File: config.mk
export PLATFORM = sky130hd
export DESIGN_NAME = cpu_ula_issue
export DESIGN_NICKNAME = d
export VERILOG_FILES = /design/src/rtl/cpu_ula_pkg.sv /design/src/rtl/cpu_regfile.sv /design/src/rtl/cpu_ula_issue.sv
export SDC_FILE = /design/constraint.sdc
export NUM_CORES = 1
export LEC_CHECK = 0
export CAP_MARGIN = 20
export CELL_PAD_IN_SITES_DETAIL_PLACEMENT = 1
export CELL_PAD_IN_SITES_GLOBAL_PLACEMENT = 1
export CORE_ASPECT_RATIO = 1.25
export CORE_UTILIZATION = 46
export DETAILED_ROUTE_END_ITERATION = 12
export GPL_TIMING_DRIVEN = 0
export PLACE_DENSITY = 0.86
export REMOVE_ABC_BUFFERS = 1
export SYNTH_ARGS = -nofsm -noshare
export SYNTH_HDL_FRONTEND = slang
export SYNTH_SLANG_ARGS = --single-unit
File: constraint.sdc
create_clock -name clk -period 9.05 [get_ports clk]
set_input_delay 2.715 -clock clk [delete_from_list [all_inputs] [get_ports clk]]
set_output_delay 2.715 -clock clk [all_outputs]
set_load 0.1 [all_outputs]
File: src/rtl/cpu_ula_pkg.sv
// Shared definitions for the ALU issue block: opcodes, FSM encodings and instruction fields.
// The opcode values are shared with the ALU itself.
package cpu_ula_pkg;

   localparam logic [2:0] OP_NOP  = 3'b000;
   localparam logic [2:0] OP_ADD  = 3'b001;
   localparam logic [2:0] OP_ADDI = 3'b010;
   localparam logic [2:0] OP_SUB  = 3'b011;
   localparam logic [2:0] OP_SUBI = 3'b100;
   localparam logic [2:0] OP_MUL  = 3'b101;

   localparam logic [1:0] ST_IDLE  = 2'd0;
   localparam logic [1:0] ST_ISSUE = 2'd1;
   localparam logic [1:0] ST_WAIT  = 2'd2;
   localparam logic [1:0] ST_WB    = 2'd3;

   localparam int OPC_HI = 15;
   localparam int OPC_LO = 13;
   localparam int RD_HI  = 12;
   localparam int RD_LO  = 10;
   localparam int RS1_HI = 9;
   localparam int RS1_LO = 7;
   localparam int RS2_HI = 2;
   localparam int RS2_LO = 0;
   localparam int IMM_HI = 6;
   localparam int IMM_LO = 0;

   localparam int TIMEOUT_CYCLES_DEF = 15;

   // Opcodes 110/111 are illegal, 000 is NOP; everything else goes to the ALU.
   function automatic logic is_alu_op(input logic [2:0] op);
      return (op != OP_NOP) && !(op[2] && op[1]);
   endfunction

   function automatic logic is_illegal_op(input logic [2:0] op);
      return op[2] && op[1];
   endfunction

endpackage

File: src/rtl/cpu_regfile.sv
// 8x16 register file, r0 hard-wired to zero. Two read ports capture on cap_en,
// one write port, plus a combinational debug read.
import cpu_ula_pkg::*;

module cpu_regfile (
   input  logic        clk,
   input  logic        rst,
   input  logic        cap_en,
   input  logic [2:0]  ra1,
   input  logic [2:0]  ra2,
   output logic [15:0] rd1,
   output logic [15:0] rd2,
   input  logic        we,
   input  logic [2:0]  wa,
   input  logic [15:0] wd,
   input  logic [2:0]  dbg_addr,
   output logic [15:0] dbg_data
);

   logic [15:0] mem [8];

   always_ff @(posedge clk or posedge rst) begin
      if (rst) begin
         for (int i = 0; i < 8; i++) mem[i] <= 16'h0000;
      end else if (we && (wa != 3'd0)) begin
         mem[wa] <= wd;
      end
   end

   // mem[0] is never written, so it stays at its reset value of zero.
   always_ff @(posedge clk or posedge rst) begin
      if (rst) begin
         rd1 <= 16'h0000;
         rd2 <= 16'h0000;
      end else if (cap_en) begin
         rd1 <= mem[ra1];
         rd2 <= mem[ra2];
      end
   end

   assign dbg_data = mem[dbg_addr];

endmodule

File: src/rtl/cpu_ula_issue.sv
// ALU issue block: accepts an instruction, issues it to the ALU for one cycle,
// waits for done and writes back. Optional WAIT timeout under ULA_TIMEOUT_EN.
import cpu_ula_pkg::*;

module cpu_ula_issue #(
   parameter int TIMEOUT_CYCLES = TIMEOUT_CYCLES_DEF
) (
   input  logic        clk,
   input  logic        rst,
   input  logic        instr_valid,
   output logic        instr_ready,
   input  logic [15:0] instr,
   output logic [2:0]  ula_op_code,
   output logic [15:0] ula_src1,
   output logic [15:0] ula_src2,
   input  logic [15:0] ula_result,
   input  logic        ula_done,
   output logic        wb_valid,
   output logic [2:0]  wb_addr,
   output logic [15:0] wb_data,
   output logic        illegal,
   output logic        timeout_err,
   input  logic [2:0]  dbg_addr,
   output logic [15:0] dbg_data
);

   // Handshake: an instruction transfers on a rising edge where instr_valid && instr_ready.
   logic [1:0]  state;
   logic [2:0]  op_q;
   logic [2:0]  rd_q;
   logic        imm_sel;
   logic [6:0]  imm_q;
   logic [15:0] rd1;
   logic [15:0] rd2;
   logic        accept;
   logic        to_hit;
   logic [2:0]  opcode;

   assign opcode      = instr[OPC_HI:OPC_LO];
   assign instr_ready = (state == ST_IDLE);
   assign accept      = instr_ready && instr_valid;

   cpu_regfile u_rf (
      .clk      (clk),
      .rst      (rst),
      .cap_en   (accept && is_alu_op(opcode)),
      .ra1      (instr[RS1_HI:RS1_LO]),
      .ra2      (instr[RS2_HI:RS2_LO]),
      .rd1      (rd1),
      .rd2      (rd2),
      .we       ((state == ST_WAIT) && ula_done),
      .wa       (rd_q),
      .wd       (ula_result),
      .dbg_addr (dbg_addr),
      .dbg_data (dbg_data)
   );

`ifdef ULA_TIMEOUT_EN
   logic [3:0] wait_cnt;

   assign to_hit = (state == ST_WAIT) && !ula_done && (wait_cnt == 4'(TIMEOUT_CYCLES - 1));

   always_ff @(posedge clk or posedge rst) begin
      if (rst) begin
         wait_cnt    <= 4'd0;
         timeout_err <= 1'b0;
      end else begin
         if (state == ST_ISSUE) wait_cnt <= 4'd0;
         else if (state == ST_WAIT) wait_cnt <= wait_cnt + 4'd1;
         if (to_hit) timeout_err <= 1'b1;
      end
   end
`else
   assign to_hit      = 1'b0;
   assign timeout_err = 1'b0;
`endif

   always_ff @(posedge clk or posedge rst) begin
      if (rst) begin
         state   <= ST_IDLE;
         op_q    <= OP_NOP;
         rd_q    <= 3'd0;
         imm_sel <= 1'b0;
         imm_q   <= 7'd0;
         wb_addr <= 3'd0;
         wb_data <= 16'h0000;
         illegal <= 1'b0;
      end else begin
         illegal <= accept && is_illegal_op(opcode);
         case (state)
            ST_IDLE: begin
               if (accept && is_alu_op(opcode)) begin
                  op_q    <= opcode;
                  rd_q    <= instr[RD_HI:RD_LO];
                  imm_sel <= (opcode == OP_ADDI) || (opcode == OP_SUBI);
                  imm_q   <= instr[IMM_HI:IMM_LO];
                  state   <= ST_ISSUE;
               end
            end
            ST_ISSUE: state <= ST_WAIT;
            ST_WAIT: begin
               if (ula_done) begin
                  wb_addr <= rd_q;
                  wb_data <= ula_result;
                  state   <= ST_WB;
               end else if (to_hit) begin
                  state <= ST_IDLE;
               end
            end
            ST_WB:   state <= ST_IDLE;
            default: state <= ST_IDLE;
         endcase
      end
   end

   // The opcode is only presented in ISSUE so the ALU sees exactly one trigger.
   assign ula_op_code = (state == ST_ISSUE) ? op_q : OP_NOP;
   assign ula_src1    = rd1;
   assign ula_src2    = imm_sel ? {9'b0, imm_q} : rd2;
   assign wb_valid    = (state == ST_WB);

endmodule

# Word-level counts from Yosys, hierarchy flattened
# Cells that the tools add are included.
[totals]
output_inout_bits = 74
in_bits = 39
wordCells = 67
reg_bits = 196
[classes]
order_cmp = 5
n_reduce_logical = 16
mux = 17
n_bitwise = 4
n_eq_ne = 7
[op_table]
columns = ["operator", "count"]
rows = [
  ["binary-select mux 16 bit (select 3 bit)", 3],
  ["bitwise mux 128 bit", 1],
  ["two-way mux 16 bit", 8],
  ["demux 16 bit (select 3 bit)", 1],
  [">= comparator 4 bit (second input constant)", 4],
  ["inverter 3 -> 4 bit", 4],
  ["logical AND 1 bit", 8],
  ["case mux 2 bit (4 select lines)", 1],
  ["AND reduction 2 bit", 3],
  ["nonzero test 3 bit", 2],
  ["== test 2 bit (second input constant)", 2],
  ["less-than comparator 4 x 1 -> 1 bit (second input constant)", 1],
  ["two-way mux 2 bit", 2],
  ["== test 3 x 2 -> 1 bit (second input constant)", 1],
  ["== test 3 bit (second input constant)", 1],
  ["two-way mux 3 bit", 1],
  ["== test 2 x 1 -> 1 bit (second input constant)", 1],
  ["zero test 2 bit", 1],
  ["inequality test 2 x 1 -> 1 bit (second input constant)", 1],
  ["inequality test 2 bit (second input constant)", 1],
  ["zero test 1 bit", 1],
  ["logical OR 1 bit", 1],
]

# Depth between registers and ports, before layout
# Gate-level depths: netlist of the first run.
[logic_depth]
depth_word = 6
mapped_depth = 8
ltp_nobuf = 6

# By module
# A second synthesis of the first run with hierarchy kept.
[hier_totals]
cells_unflattened = 824
area_unflattened_um2 = 10892.9
[by_module_without_submodules]
columns = ["mod", "instances", "area_per_inst_um2", "seq_area_each_um2", "cells_each"]
rows = [
  ["cpu_regfile", 1, 9218.8, 4003.8, 705],
  ["cpu_ula_issue", 1, 1674.1, 900.9, 119],
]

# Least setup slack after synthesis of the first run
# Ideal clock, no wire load.
[synth_timing]
path_kind = "input-to-output"
start = "input port dbg_addr[0]"
end = "output port dbg_data[0]"
arrival_ns = 4.241
n_path_buf = 2
t_required_ns = 6.335
setup_slack_ns = 2.094
path_stages = 4
cell_sequence = "clkbuf_1 -> buf_2 -> mux4_2 -> mux2_2"
[synth_between]
elab_chain_len = 4
[synth_lines]
columns = ["element", "line_no", "rtl"]
rows = [
  ["start, declared", "cpu_ula_issue.sv:23", "input logic [2:0] dbg_addr,"],
  ["inverter 3 -> 4 bit (not written as such)", "cpu_regfile.sv:41", "assign dbg_data = mem[dbg_addr];"],
  ["binary-select mux 16 bit (select 3 bit)", "cpu_regfile.sv:41", ""],
  ["two-way mux 16 bit (not written as such) (2 in a row)", "cpu_regfile.sv:41", ""],
  ["end, declared", "cpu_ula_issue.sv:24", "output logic [15:0] dbg_data"],
]
# Every way passes these cells. The select of a mux whose other input is x is not followed.

# Worst setup path in the final report of the first run
[layout_timing]
start = "input port dbg_addr[0]"
end = "output port dbg_data[2]"
# The elaborated chain is that of the path after synthesis.

==> impl_metrics.yaml, run 1 <==
status:
  status: "complete, no violations"
critical_path:
  crit_chain: "buf_2 -> buf_12 -> mux4_2 -> mux2_2 -> clkdlybuf4s50_1"
  crit_arrival_ns: 5.36
  critPathMaxStageDelay_ns: 0.98
  reg2regPathDepth: 6
  r2r_end: "u_rf.mem[72]$_DFFE_PP0P_"
  cp.required_ns: 6.34
  cp-end-kind: "output pin"
  crit_fanout: 17
  startpoint_type: "input port"
  reg2reg_from: "state[0]$_DFFE_PP0P_"
  crit_slowest_cell: "clkdlybuf4s50_1"
  startpoint: "dbg_addr[0]"
  crit_path_end: "dbg_data[2]"
  crit_type: "input port to output pin"
  regToRegSetupSlack_ns: 6.25
power:
  ir_drop_mv: 0.263
  power_mw: 4.68
  p_leak_nw: 5.76
  p_per_area_nw_per_um2: 374
synth:
  yosysSeqAreaShare_pct: 46.9
  ys_types: 33
  synth_largest_area_cell: "dfrtp_1"
  synth_common_cells: "196 x dfrtp_1, 142 x mux2_2, 128 x mux2i_1"
  yosysMostFrequentCell: "dfrtp_1"
  synth_top_area_share_pct: 46.9
  syn_area_sq_um: 10500
  ys.flop_type: "dfrtp_1"
  synth_edf_count: 0
  synth_area_per_cell_sq_um: 12.4
  async_reset_ff_share_pct: 100
  ys_seq_elements: 196
  netlist_top_cells_area: "dfrtp_1 47%, mux2_2 15%, mux2i_1 12%"
  yosysWarnings: 0
  synthCells: 845
placed_design:
  gp_congestion: 0.786
  place_hpwl_mm: 19.1
  port_buffers: 111
  dpl_cell_area_sq_um: 11900
sta:
  final.setup.tns_ns: 0
  worstMarginPinSlew_ns: 1.19
  finalCritPeriodShare_pct: 89.3
  finalMaxSlewViolations: 0
  maxSlewHeadroom_pct: 20.8
  max_freq_mhz: 124
  rsz0062_at_grt: "no"
  setup_violations: 0
  final_hold_viol_count: 0
  finalCriticalPeriod_ns: 8.08
  skew_ns: 0.0192
routing:
  vias: 7459
  wirelength_mm: 30.6
  drcViolationCount: 0
  wl_per_cell_um: 25.3
  drt_iter0_drc: 466
  viasPerCell: 6.16
  detail-route-antenna-nets: 0
  drt_pre_antenna_iters: 5
grt:
  grt_max_degree: 109
  met2_usage_pct: 47.2
  first_global_vias: 8221
  met3_usage_pct: 4.83
  met1_usage_pct: 34.6
  track_usage_pct: 27.8
  busiest_layer: "met2"
  grt_overflow: 0
  antenna_found_initial: 0
  grt_pass1_wl_mm: 47.8
clock_network:
  h-tree-depth: 4
  ctsHoldBuffers: 0
  clock_sinks: 196
  cts_buffer_depth: 2
  cts_root_buf: "clkbuf_16"
  cts.reportedPaths.clkPinSlew_ns: 0.07
  postCtsSetupBuffers: 0
  post_cts_resized: 0
  clock_latency_ns: 0.45
  numCtsBuffers: 17
  cts_tree: "done"
hold_path:
  hold_path_class: "flip-flop to flip-flop"
  min_path_cells: 0
layout:
  final_nets: 958
  stdcell_area_sq_um: 12500
  antenna_cells: 0
  area_delta_synth_final_pct: 19.4
  drive_gt1_share_pct: 27.3
floorplanning:
  die_h_um: 171
  fp.dieW_um: 137
  io_pins: 113
  dieArea_sq_um: 23300
  start_util_pct: 46.9
  rows: 61
  coreArea_sq_um: 22300
job:
  cap_violations: 0
final cells by class:
class | count | area [sq um]
flip-flops and latches | 196 | 4900
clock inverters | 15 | 143
well taps | 283 | 354
clock buffers | 17 | 425
multi-input cells | 567 | 5210
repair buffers | 128 | 1430
fillers | 2247 | 9800
inverters | 4 | 22.5
per-layer routing:
layer	wire, um	vias to the layer above
met1	12600	3949
met5	0	-
met2	15800	232
li1	-	3202
met4	919	0
met3	1280	76
cell families after synthesis:
group,after synthesis,synth area share (%)
compound gates,73,5.10
fa+ha+maj,5,0.598
buf+inv,82,3.51
flops,196,46.9
mux,314,36.1
other cells,1,0.0359
simple gates,174,7.78
layout by cell type (no fill, tap or decap), types with 2 or more instances in the layout:
cell,count
nor2b_2,4
nand2_1,103
mux2_4,10
buf_12,3
buf_2,2
nor2_2,5
clkinvlp_4,2
clkbuf_16,17
buf_8,9
mux2_2,142
clkdlybuf4s50_1,107
inv_1,3
buf_16,5
a22oi_1,64
mux4_2,32
and2_1,5
nor3_4,3
nor2_1,4
ha_1,5
dfrtp_1,196
nor2b_1,10
nand2b_1,2
clkinv_4,2
mux2_1,2
inv_6,8
clkinv_2,2
o21ai_0,6
or3_1,2
nand3_1,32
mux2i_1,128
buf_4,2
power by group:
| group | internal (mW) | switching (mW) | total, mW |
|---|---|---|---|
| Clock | 0.387 | 0.366 | 0.752 |
| Sequential | 1.20 | 0.310 | 1.51 |
| Combinational | 0.771 | 1.64 | 2.41 |
worst min path at each step:
stage               slack, ns                   endpoint                 startpoint
floorplan                0.39  u_rf.mem[112]$_DFFE_PP0P_  u_rf.mem[112]$_DFFE_PP0P_
global placement         0.40  u_rf.mem[123]$_DFFE_PP0P_  u_rf.mem[123]$_DFFE_PP0P_
detailed placement       0.41  u_rf.mem[123]$_DFFE_PP0P_  u_rf.mem[123]$_DFFE_PP0P_
CTS                      0.43  u_rf.mem[125]$_DFFE_PP0P_  u_rf.mem[125]$_DFFE_PP0P_
global route             0.44  u_rf.mem[123]$_DFFE_PP0P_  u_rf.mem[123]$_DFFE_PP0P_
finish                   0.43  u_rf.mem[125]$_DFFE_PP0P_  u_rf.mem[125]$_DFFE_PP0P_
registers in the layout (all words and copies together), names as in the netlist:
name,count
wb_addr,3
wb_data,16
u_rf.rd1,16
illegal,1
rd_q,3
u_rf.rd2,16
imm_sel,1
imm_q,7
u_rf.mem,128
op_q,3
state,2
worst max-delay path: cells and delay by family:
kind,cells,cell delay (ns)
buffers and inverters,3,1.78
muxes,2,0.84
per-stage QoR:
step / setup WS, ns / utilization (%) / hold WS (ns) / cells
2_1_floorplan: 0.994 / - / 0.388 / 767
3_3_place_gp: -1.60 / 51.9 / 0.402 / 1161
3_5_place_dp: 0.860 / 53.3 / 0.410 / 1176
4_1_cts: 0.801 / 55.8 / 0.428 / 1208
5_1_grt: 0.894 / 56.0 / 0.436 / 1210
6_report: 0.973 / 56.0 / 0.426 / 1210
(Power assumes the default switching activity.)
==> run 2: changes to the inputs <==
--- a/config.mk
+++ b/config.mk
@@ -14,6 +14,7 @@
 export GPL_TIMING_DRIVEN = 0
 export PLACE_DENSITY = 0.86
 export REMOVE_ABC_BUFFERS = 1
+export SKIP_CTS_REPAIR_TIMING = 1
 export SYNTH_ARGS = -nofsm -noshare
 export SYNTH_HDL_FRONTEND = slang
 export SYNTH_SLANG_ARGS = --single-unit
==> results of run 2 <==
The final DEF is identical to that of run 1; final timing and power are the same.
==> run 3: changes to the inputs <==
--- a/config.mk
+++ b/config.mk
@@ -9,6 +9,7 @@
 export CELL_PAD_IN_SITES_DETAIL_PLACEMENT = 1
 export CELL_PAD_IN_SITES_GLOBAL_PLACEMENT = 1
 export CORE_ASPECT_RATIO = 1.25
+export CORE_MARGIN = 2
 export CORE_UTILIZATION = 46
 export DETAILED_ROUTE_END_ITERATION = 12
 export GPL_TIMING_DRIVEN = 0
==> impl_metrics.yaml, run 3 (synthesis gave the netlist of run 1 again) <==
placed_design:
  post-place-cells: 1176
  gp_congestion: 0.799
  place_hpwl_mm: 18.8
  place_ws_ns: 0.805
  port_buffers: 111
floorplanning:
  dieArea_sq_um: 24000
  io_pins: 113
  start_util_pct: 46.9
  rows: 61
  fp.dieW_um: 139
  coreArea_sq_um: 22300
  die_h_um: 173
sta:
  skew_ns: 0.0150
  rsz0062_at_grt: "no"
  setup_ws_ns: 1.17
  final.setup.tns_ns: 0
  final_hold_viol_count: 0
  max_freq_mhz: 127
  finalMaxSlewViolations: 0
  setup_violations: 0
  maxSlewHeadroom_pct: 21.3
  finalCriticalPeriod_ns: 7.88
  finalCritPeriodShare_pct: 87.0
  worstMarginPinSlew_ns: 1.18
clock_network:
  h-tree-depth: 4
  clock_latency_ns: 0.45
  cts_buffer_depth: 2
  clock_sinks: 196
  cts.reportedPaths.clkPinSlew_ns: 0.07
  numCtsBuffers: 17
  cts_root_buf: "clkbuf_16"
  cts_tree: "done"
routing:
  wl_per_cell_um: 26.0
  viasPerCell: 6.22
  drt_pre_antenna_iters: 6
  wirelength_mm: 31.5
  drt_iter0_drc: 604
  detail-route-antenna-nets: 0
  drcViolationCount: 0
  vias: 7541
hold_path:
  hold_start: "u_rf.mem[112]$_DFFE_PP0P_"
  hold_path_class: "flip-flop to flip-flop"
  worstHoldEndpoint: "u_rf.mem[112]$_DFFE_PP0P_"
  min_path_cells: 0
layout:
  regMostFlops: "u_rf.mem"
  final_cells: 1212
  final_nets: 960
  largest_reg_flops: 128
  fillers: 2233
  mostFrequentLayoutCell: "dfrtp_1"
  antenna_cells: 0
  drive_gt1_share_pct: 27.4
  mostFrequentLayoutCells: "196 x dfrtp_1, 142 x mux2_2, 128 x mux2i_1"
  area_delta_synth_final_pct: 19.8
critical_path:
  cp_top_family: "buffers and inverters"
  cp-end-kind: "output pin"
  reg2regPathDepth: 6
  crit_fanout: 24
  r2r_end: "u_rf.mem[64]$_DFFE_PP0P_"
  cp_num_buf_inv: 3
  regToRegSetupSlack_ns: 6.18
  crit_slowest_cell: "clkdlybuf4s50_1"
  crit_chain: "buf_2 -> buf_12 -> mux4_2 -> mux2_2 -> clkdlybuf4s50_1"
  reg2reg_from: "state[0]$_DFFE_PP0P_"
  startpoint_type: "input port"
  crit_cells: 5
  critPathMaxStageDelay_ns: 0.99
  startpoint: "dbg_addr[0]"
  crit_type: "input port to output pin"
  cp.required_ns: 6.34
  crit_arrival_ns: 5.16
grt:
  grt_max_degree: 133
  track_usage_pct: 26.8
  grt_overflow: 0
  antenna_found_initial: 0
  grt_pass1_wl_mm: 49.5
  first_global_vias: 8315
power:
  ir_drop_mv: 0.311
  p_per_area_nw_per_um2: 375
  p_leak_nw: 5.79
  power_mw: 4.70
job:
  cap_violations: 0
status:
  status: "complete, no violations"
[run 3: cell types whose count changed in the layout (fill, tap and decap cells not counted)]
cell / previous run / this run
clkinv_4: 2 / 3
buf_8: 9 / 10
clkinv_2: 2 / 3
clkinvlp_4: 2 / 0
buf_16: 5 / 6
[run 3: worst max-delay path by stage]
stage,end,slack (ns)
2_1_floorplan,illegal$_DFF_PP0_,0.99
3_3_place_gp,imm_q[3]$_DFFE_PP0P_,-1.67
3_5_place_dp,dbg_data[2],0.80
4_1_cts,dbg_data[2],0.78
5_1_grt,dbg_data[12],1.09
6_report,dbg_data[12],1.17
[run 3: cell type report]
class | count | area (sq um) | share of cell area [%]
Multi-Input combinational cell | 567 | 5210 | 41.6
Sequential cell | 196 | 4900 | 39.1
Timing Repair Buffer | 130 | 1470 | 11.7
Clock buffer | 17 | 425 | 3.40
Tap cell | 283 | 354 | 2.83
Clock inverter | 15 | 141 | 1.13
Inverter | 4 | 22.5 | 0.180
[run 3: power by group]
group	total [mW]	leakage, nW	switching (mW)	internal, mW
Combinational	2.42	2.97	1.65	0.772
Sequential	1.51	2.54	0.311	1.20
Clock	0.762	0.284	0.375	0.387
Total	4.70	5.79	2.34	2.36
[run 3: through the flow]
step / util, % / instance area, sq um / hold WS [ns]
after floorplan: - / 10100 / 0.388
after global placement: 51.9 / 11600 / 0.401
after detailed placement: 53.3 / 11900 / 0.407
after CTS: 55.8 / 12400 / 0.430
after global routing: 56.2 / 12500 / 0.442
final: 56.2 / 12500 / 0.427
[run 3: metal layers]
metal	wire length (um)	global-route usage [%]	vias to the layer above
met4	679	9.64	0
met2	16700	47.1	225
met3	1260	4.43	49
li1	-	-	3221
met5	0	0	-
met1	12900	33.3	4046
